File: src/rtl/bcd_pkg.sv
// ============================================================================
// Module  : bcd_pkg
// Brief   : Shared types and helpers for the sequential binary-to-BCD converter
// Revision: 1.0 - initial release
// ============================================================================
`default_nettype none

package bcd_pkg;

  typedef enum logic [0:0] {
    IDLE    = 1'b0,
    CONVERT = 1'b1
  } state_t;

  localparam logic [3:0] BCD_BLANK = 4'hF;

  // Number of decimal digits needed for the largest WIDTH-bit unsigned value
  function automatic int min_digits(input int width);
    longint unsigned v;
    int n;
    v = (longint'(1) << width) - 1;
    n = 0;
    for (int i = 0; i < 20; i++) begin
      if (v != 0) begin
        n = n + 1;
        v = v / 10;
      end
    end
    if (n == 0) n = 1;
    return n;
  endfunction

endpackage

`default_nettype wire

File: src/rtl/bcd_add3_digit.sv
// ============================================================================
// Module  : bcd_add3_digit
// Brief   : Combinational double-dabble correction cell (x >= 5 ? x + 3 : x)
// Revision: 1.0 - initial release
// ============================================================================
`default_nettype none

module bcd_add3_digit (
  input  logic [3:0] din,
  output logic [3:0] dout
);

  assign dout = (din >= 4'd5) ? (din + 4'd3) : din;

endmodule

`default_nettype wire

File: src/rtl/bin_to_bcd_seq.sv
// ============================================================================
// Module  : bin_to_bcd_seq
// Brief   : Sequential shift-add-3 binary to packed BCD with leading-zero blanking
// Revision: 1.0 - initial release
// ============================================================================
`default_nettype none

module bin_to_bcd_seq
  import bcd_pkg::*;
#(
  parameter int WIDTH    = 16,
  parameter int DIGITS   = 5,
  parameter int BLANK_LZ = 1
) (
  input  logic                  clk,
  input  logic                  reset,
  input  logic                  start,
  input  logic [WIDTH-1:0]      bin_in,
  output logic                  busy,
  output logic                  done,
  output logic [4*DIGITS-1:0]   bcd_out
);

  localparam int c_bcdw = 4 * DIGITS;
  localparam int c_sw   = c_bcdw + WIDTH;
  localparam int c_cw   = $clog2(WIDTH + 1);

  if (WIDTH < 4 || WIDTH > 32) begin : g_bad_width
    $error("bin_to_bcd_seq: WIDTH must be in 4..32");
  end
  if (DIGITS < min_digits(WIDTH)) begin : g_bad_digits
    $error("bin_to_bcd_seq: DIGITS too small for WIDTH");
  end

  state_t              r_state, w_state_nxt;
  logic [c_sw-1:0]     r_scratch, w_scratch_nxt, w_corr, w_shift;
  logic [c_cw-1:0]     r_count, w_count_nxt;
  logic [c_bcdw-1:0]   r_bcd, w_bcd_nxt, w_blanked;
  logic                r_done, w_done_nxt;
  logic                w_seen;

  // BCD field sits above the binary field; every nibble is corrected in parallel
  for (genvar d = 0; d < DIGITS; d++) begin : g_digit
    bcd_add3_digit u_add3 (
      .din  (r_scratch[WIDTH + 4*d +: 4]),
      .dout (w_corr[WIDTH + 4*d +: 4])
    );
  end
  assign w_corr[WIDTH-1:0] = r_scratch[WIDTH-1:0];
  assign w_shift           = w_corr << 1;

  // Digit 0 is excluded from the scan so a zero value still shows "0"
  always_comb begin
    w_blanked = w_shift[c_sw-1:WIDTH];
    w_seen    = 1'b0;
    for (int d = DIGITS - 1; d >= 1; d--) begin
      if (w_blanked[4*d +: 4] != 4'd0) begin
        w_seen = 1'b1;
      end else if (!w_seen && (BLANK_LZ != 0)) begin
        w_blanked[4*d +: 4] = BCD_BLANK;
      end
    end
  end

  always_comb begin
    w_state_nxt   = r_state;
    w_scratch_nxt = r_scratch;
    w_count_nxt   = r_count;
    w_bcd_nxt     = r_bcd;
    w_done_nxt    = 1'b0;
    case (r_state)
      IDLE: begin
        if (start) begin
          w_scratch_nxt = {{c_bcdw{1'b0}}, bin_in};
          w_count_nxt   = c_cw'(WIDTH);
          w_state_nxt   = CONVERT;
        end
      end
      CONVERT: begin
        w_scratch_nxt = w_shift;
        w_count_nxt   = r_count - c_cw'(1);
        if (r_count == c_cw'(1)) begin
          w_bcd_nxt   = w_blanked;
          w_done_nxt  = 1'b1;
          w_state_nxt = IDLE;
        end
      end
      default: w_state_nxt = IDLE;
    endcase
  end

  always_ff @(posedge clk or posedge reset) begin
    if (reset) begin
      r_state   <= IDLE;
      r_scratch <= '0;
      r_count   <= '0;
      r_bcd     <= '0;
      r_done    <= 1'b0;
    end else begin
      r_state   <= w_state_nxt;
      r_scratch <= w_scratch_nxt;
      r_count   <= w_count_nxt;
      r_bcd     <= w_bcd_nxt;
      r_done    <= w_done_nxt;
    end
  end

  assign busy    = (r_state == CONVERT);
  assign done    = r_done;
  assign bcd_out = r_bcd;

endmodule

`default_nettype wire

File: config.mk
export PLATFORM = sky130hd
export DESIGN_NAME = bin_to_bcd_seq
export DESIGN_NICKNAME = d
export VERILOG_FILES = /design/src/rtl/bcd_pkg.sv /design/src/rtl/bcd_add3_digit.sv /design/src/rtl/bin_to_bcd_seq.sv
export SDC_FILE = /design/constraint.sdc
export NUM_CORES = 1
export LEC_CHECK = 0
export ABC_AREA = 0
export CORE_MARGIN = 2
export CORE_UTILIZATION = 60
export DETAILED_ROUTE_END_ITERATION = 6
export PLACE_DENSITY_LB_ADDON = 0.08
export SYNTH_ARGS = -nofsm -noshare
export SYNTH_HDL_FRONTEND = slang
export SYNTH_SLANG_ARGS = --single-unit
File: constraint.sdc
create_clock -name clk -period 6.1 [get_ports clk]
set_input_delay 1.22 -clock clk [delete_from_list [all_inputs] [get_ports clk]]
set_output_delay 1.22 -clock clk [all_outputs]
set_load 0.01 [all_outputs]
==> results of run 1 <==
## cell usage after synthesis (2+ instances only)
| cell | instances | area share [%] |
|---|---|---|
| nand2_1 | 42 | 4.8 |
| or3_1 | 2 | 0.38 |
| a31oi_1 | 10 | 1.9 |
| o22a_1 | 6 | 1.6 |
| o31ai_1 | 6 | 1.4 |
| mux2i_1 | 28 | 8.6 |
| mux2_2 | 6 | 2.1 |
| nand2b_1 | 21 | 4.0 |
| buf_1 | 3 | 0.35 |
| ha_1 | 12 | 4.6 |
| clkbuf_1 | 12 | 1.4 |
| o21ai_0 | 28 | 4.3 |
| xor2_1 | 2 | 0.54 |
| xnor2_1 | 4 | 1.1 |
| a32o_1 | 3 | 0.92 |
| a21o_1 | 4 | 0.92 |
| inv_1 | 14 | 1.6 |
| nor3_1 | 3 | 0.46 |
| nor2b_1 | 3 | 0.58 |
| buf_2 | 2 | 0.31 |
| nor2_1 | 21 | 2.4 |
| a21oi_1 | 10 | 1.5 |
| nor3b_1 | 4 | 0.92 |
| and2_1 | 2 | 0.38 |
| nand3_1 | 2 | 0.31 |
| dfrtp_1 | 63 | 48 |
## logic make-up after synthesis
| group | Yosys count | synth area share [%] |
|---|---|---|
| AND/OR/NAND/NOR | 105 | 15.9 |
| AO/OA/AOI/OAI | 75 | 14.7 |
| flip-flops | 63 | 48.5 |
| multiplexers | 34 | 10.7 |
| buffers and inverters | 32 | 4.00 |
| adder cells (fa/ha/maj) | 12 | 4.62 |
| XOR/XNOR | 6 | 1.62 |
## registers in the layout (all words and copies together) (netlist names)
register	count
r_count	5
r_scratch	36
bcd_out	20
done	1
busy	1
## placed cells by master, fill, tap and decap left out, drive strengths merged, types with 3 or more instances in the layout
cell type and n:
dfrtp 63, nand2 42, clkdlybuf4s50 40, mux2i 28
o21ai 28, nand2b 21, nor2 21, inv 14
clkbuf 13, ha 12, a21oi 11, a31oi 10
mux2 6, o31ai 6, o22a 6, a21o 4
xnor2 4, nor3b 4, buf 4, a32o 3
nor2b 3, nor3 3
## per-stage QoR
step	setup WS (ps)	area, sq um
CTS	3590	3900
detailed placement	3270	3690
global placement	3310	3690
floorplan	3310	3250
global route	3400	3900
finish	3550	3900
## worst max-delay path, delay by kind of cell, from the launching register on
family	cells	cell delay, ps
AOI/OAI and AO/OA	4	760
adders and majority gates	1	290
buffers and inverters	1	110
DFF	1	420
and+or+nand+nor	2	890
## layer usage
layer	vias to the layer above	GRT usage (%)	part of all wire, %
met5	-	0	0
met4	0	9.64	1.8
met3	10	3.95	3.4
met2	60	37.0	49
met1	1166	28.7	46
li1	1212	-	-
## power breakdown
group	total [W]	internal (W)	switching (W)
registers	0.000769	0.000611	0.000157
clock network	0.000381	0.000221	0.000159
logic	0.00101	0.000495	0.000516
total	0.00216	0.00133	0.000833
## final cells by class
type | instances | area (sq um) | share of cell area, %
repair buffers | 44 | 430 | 11.0
well taps | 70 | 87.6 | 2.24
multi-input cells | 232 | 1550 | 39.6
clock buffers | 13 | 169 | 4.33
clock inverters | 3 | 40.0 | 1.03
inverters | 14 | 52.6 | 1.35
flip-flops and latches | 63 | 1580 | 40.4
## final timing paths
| path | start | endpoint | cells past startpoint |
|---|---|---|---|
| worst max-delay path | r_scratch[29] | bcd_out[4] | 8 |
| worst min-delay path | r_scratch[4] | r_scratch[5] | 2 |
| worst max register to register | r_scratch[29] | bcd_out[4] | 8 |
| worst min register to register | r_scratch[4] | r_scratch[5] | 2 |
| max in group asynchronous | reset | busy | 3 |
| min in group asynchronous | reset | r_scratch[9] | 2 |
==> metrics.yaml, run 1 <==
setup_path:
  cp-end-kind: "flip-flop"
  slowest_stage: "or3_1"
  arrival_ps: 2820
  crit_required_ps: 6370
  path_max_fanout: 7
  slowest_delay_ps: 480
  r2r_slack_ps: 3550
  crit_chain: "inv_1, ha_1, a21boi_0, o32ai_1, o2111ai_1, or3_1, nor4_4, o22a_1"
  startpoint_type: "flip-flop"
  critPathKind: "reg -> reg"
clock_network:
  clkTransAtPathRegs_ps: 70
  postCtsSetupRepairBufs: 0
  cts_made_buffers: 9
  clock_path_buffers: 2
  root_buffer: "clkbuf_8"
  cts_tree: "done"
  htree_levels: 3
  clk_latency_ps: 340
  cts_resized: 0
  clkSinkCount: 63
  hold_buffers: 0
detailed_routing:
  dr.pass1.iters: 6
  drt-initial-drc-count: 143
  vias_per_cell: 5.58
  wl_per_cell_microns: 14.0
  drc: 0
  num_vias: 2448
  ant_nets: 0
  wirelength_microns: 6160
grt:
  grt_pass1_vias: 2329
  grt_max_degree: 73
  grt_pass1_wl_microns: 10700
  grt-ovfl-total: 0
  grt_usage_pct: 22.3
  grt_antenna_before_repair: 0
floorplan:
  rows: 26
  pin_count: 41
  die_w_microns: 77.6
  die_y_microns: 77.6
  start_util_pct: 62.8
  die_area_sq_mm: 0.00602
  core_area_sq_mm: 0.00517
flow_run:
  timing.max_cap.violations: 0
synth:
  ys_async_sr_fraction_pct: 100
  synth_edf_count: 0
  syn-num-nets: 358
  synth_flop_cell: "dfrtp_1"
  syn_area_per_cell_sq_um: 9.94
  syn-instance-count: 327
  yosysWarnings: 0
  ys_ff_latch: 63
  synthesis.area_sq_mm: 0.00325
  synth.distinct_cells: 40
  ys_seq_area_share_pct: 48.5
timing:
  period_needed_ps: 2550
  skew_ps: 9.87
  slew_headroom_pct: 53.7
  rsz0062_at_grt: "no"
  min_period_over_period_pct: 41.8
  setup_tns_ps: 0
  fmax_ghz: 0.392
  setup_viol: 0
  hold_viol: 0
  slew_viol_final: 0
  worst_slew_pin_slew_ps: 694
  holdWs_ps: 483
power:
  power_density_mw_per_mm2: 553
  total_power_w: 0.00216
  leakagePower_nw: 1.78
  ir_drop_v: 0.000302
placement:
  dp.cells: 423
  portBuffers: 40
  routabilityCongestion: 0.847
  dpl.hpwl_microns: 3940
cells_and_area:
  area_delta_synth_final_pct: 20.1
  drive_gt1_share_pct: 8.67
  post-route-util_pct: 75.5
  finalNetCount: 395
  antenna_cells: 0
  final_cell_count_no_fill: 439
  fillers: 375
hold_path:
  holdCritPathClass: "reg -> reg"
run_status:
  outcome: "completed"
Power figures use the tool's default switching activity.
==> run 2, diff against run 1 <==
- CORE_UTILIZATION: 60 -> 50
- clock period: 6.1 -> 2.2 ns (I/O delays scaled with it)
==> run 2 against run 1 <==
  * Via count is 0.37% lower
  * Final cell count is 4.8% higher
  * Routed wire length is 3.1% higher
==> metrics.yaml, run 2 (synthesized netlist as in run 1, its figures left out) <==
clock_network:
  root_buffer: "clkbuf_8"
  clk_latency_ps: 320
  clkSinkCount: 63
  clock_path_buffers: 2
  clkTransAtPathRegs_ps: 70
  cts_tree: "done"
  hold_buffers: 0
  cts_made_buffers: 9
  htree_levels: 3
setup_path:
  worstRegToRegCells: 8
  startpoint_type: "flip-flop"
  path_max_fanout: 4
  cp-end-kind: "flip-flop"
  arrival_ps: 2380
  crit_required_ps: 2450
  critPathKind: "reg -> reg"
power:
  p_int_w: 0.00373
  ir_drop_v: 0.000698
  clkPwrFrac_pct: 13.2
  power_frac_seq_pct: 34.7
  switching_share_pct: 38.7
  power_density_mw_per_mm2: 1500
  p_sw_w: 0.00235
  total_power_w: 0.00608
  leakagePower_nw: 1.84
  p_comb_share_pct: 52.1
floorplan:
  core_area_sq_mm: 0.00631
  die_w_microns: 84.6
  die_area_sq_mm: 0.00716
  rows: 29
  start_util_pct: 51.5
  die_y_microns: 84.6
  pin_count: 41
timing:
  min_period_over_period_pct: 97.0
  slew_viol_final: 0
  hold_viol: 0
  skew_ps: 8.83
  worst_slew_pin_slew_ps: 513
  setup_viol: 0
  rsz0062_at_grt: "no"
  slew_headroom_pct: 65.7
  period_needed_ps: 2130
  fmax_ghz: 0.469
grt:
  grt-ovfl-total: 0
  grt_antenna_before_repair: 0
  grt_max_degree: 64
  grt_pass1_wl_microns: 11200
  grt_usage_pct: 19.5
  grt_pass1_vias: 2546
placement:
  placed_area_sq_mm: 0.00384
  dpl.hpwl_microns: 4170
  routabilityCongestion: 0.879
  portBuffers: 40
cells_and_area:
  antenna_cells: 0
  final_cell_mix: "62 x dfrtp_1, 42 x nand2_1, 40 x clkdlybuf4s50_1"
  design_area_sq_mm: 0.00406
  finalNetCount: 410
  area_delta_synth_final_pct: 25.0
  largest-register: "r_scratch"
  drive_gt1_share_pct: 14.6
  largest_register_ffs: 36
  final_common_cell: "dfrtp_1"
detailed_routing:
  num_vias: 2439
  drc: 0
  ant_nets: 0
  dr.pass1.iters: 4
  wl_per_cell_microns: 13.8
  drt-initial-drc-count: 81
  vias_per_cell: 5.30
  wirelength_microns: 6350
hold_path:
  holdCritPathClass: "reg -> reg"
  whs_path_depth: 2
flow_run:
  timing.max_cap.violations: 0
run_status:
  outcome: "completed"
## run 2: final timing paths
path	from	end	slack, ps
worst max-delay path	r_scratch[28]	bcd_out[10]	70
worst min register to register	r_scratch[0]	r_scratch[1]	480
worst max register to register	r_scratch[28]	bcd_out[10]	70
min in group asynchronous	reset	r_scratch[12]	490
worst min-delay path	r_scratch[0]	r_scratch[1]	480
max in group asynchronous	reset	busy	1420
## run 2: metrics by stage
stage / setup WS (ps) / hold slack, ps / util, % / TNS [ps] / instances
5_1_grt: 2.36 / 495 / 64.3 / 0 / 460
6_report: 66.1 / 485 / 64.3 / 0 / 460
3_5_place_dp: -95.9 / 477 / 60.8 / -441 / 443
4_1_cts: 23.1 / 488 / 63.4 / 0 / 459
2_1_floorplan: 28.6 / 449 / - / 0 / 327
3_3_place_gp: -42.6 / 466 / 60.8 / -163 / 443
## run 2: critical path, cell delays in order (launching register included)
cell	delay [ps]
dfrtp_1	380
inv_2	70
ha_4	270
a21boi_2	50
o32ai_2	280
o2111ai_1	160
or3_4	420
or2_4	270
a31oi_1	160
## run 2: timing repair
item | CTS | global route
endpoints found under the hold margin | 0 | 0
pin swaps | 1 | 8
endpoints found under the setup margin | 8 | 12
setup buffers | 1 | 1
resized for setup | 1 | 14
## run 2: per-layer routing
layer / global-route usage [%] / vias up / share of wire (%)
met1: 25.2 / 1152 / 48
met5: 0 / - / 0
met4: 5.77 / 0 / 1.0
li1: - / 1238 / -
met3: 6.00 / 9 / 4.3
met2: 31.8 / 40 / 47
## run 2: cell type report
type / instances / area [sq um]
flip-flops and latches: 63 / 1580
inverters: 14 / 52.6
well taps: 77 / 96.3
repair buffers: 59 / 581
clock inverters: 2 / 10.0
fillers: 530 / 2250
multi-input cells: 232 / 1610
clock buffers: 13 / 139
## run 2: power groups by stage
stage,registers [W],logic (W),clock network (W)
after floorplan,0.00211,0.00196,0
after global placement,0.00211,0.00294,0
after detailed placement,0.00213,0.00301,0
after CTS,0.00210,0.00305,0.000844
after global routing,0.00220,0.00358,0.000896
final,0.00211,0.00317,0.000803
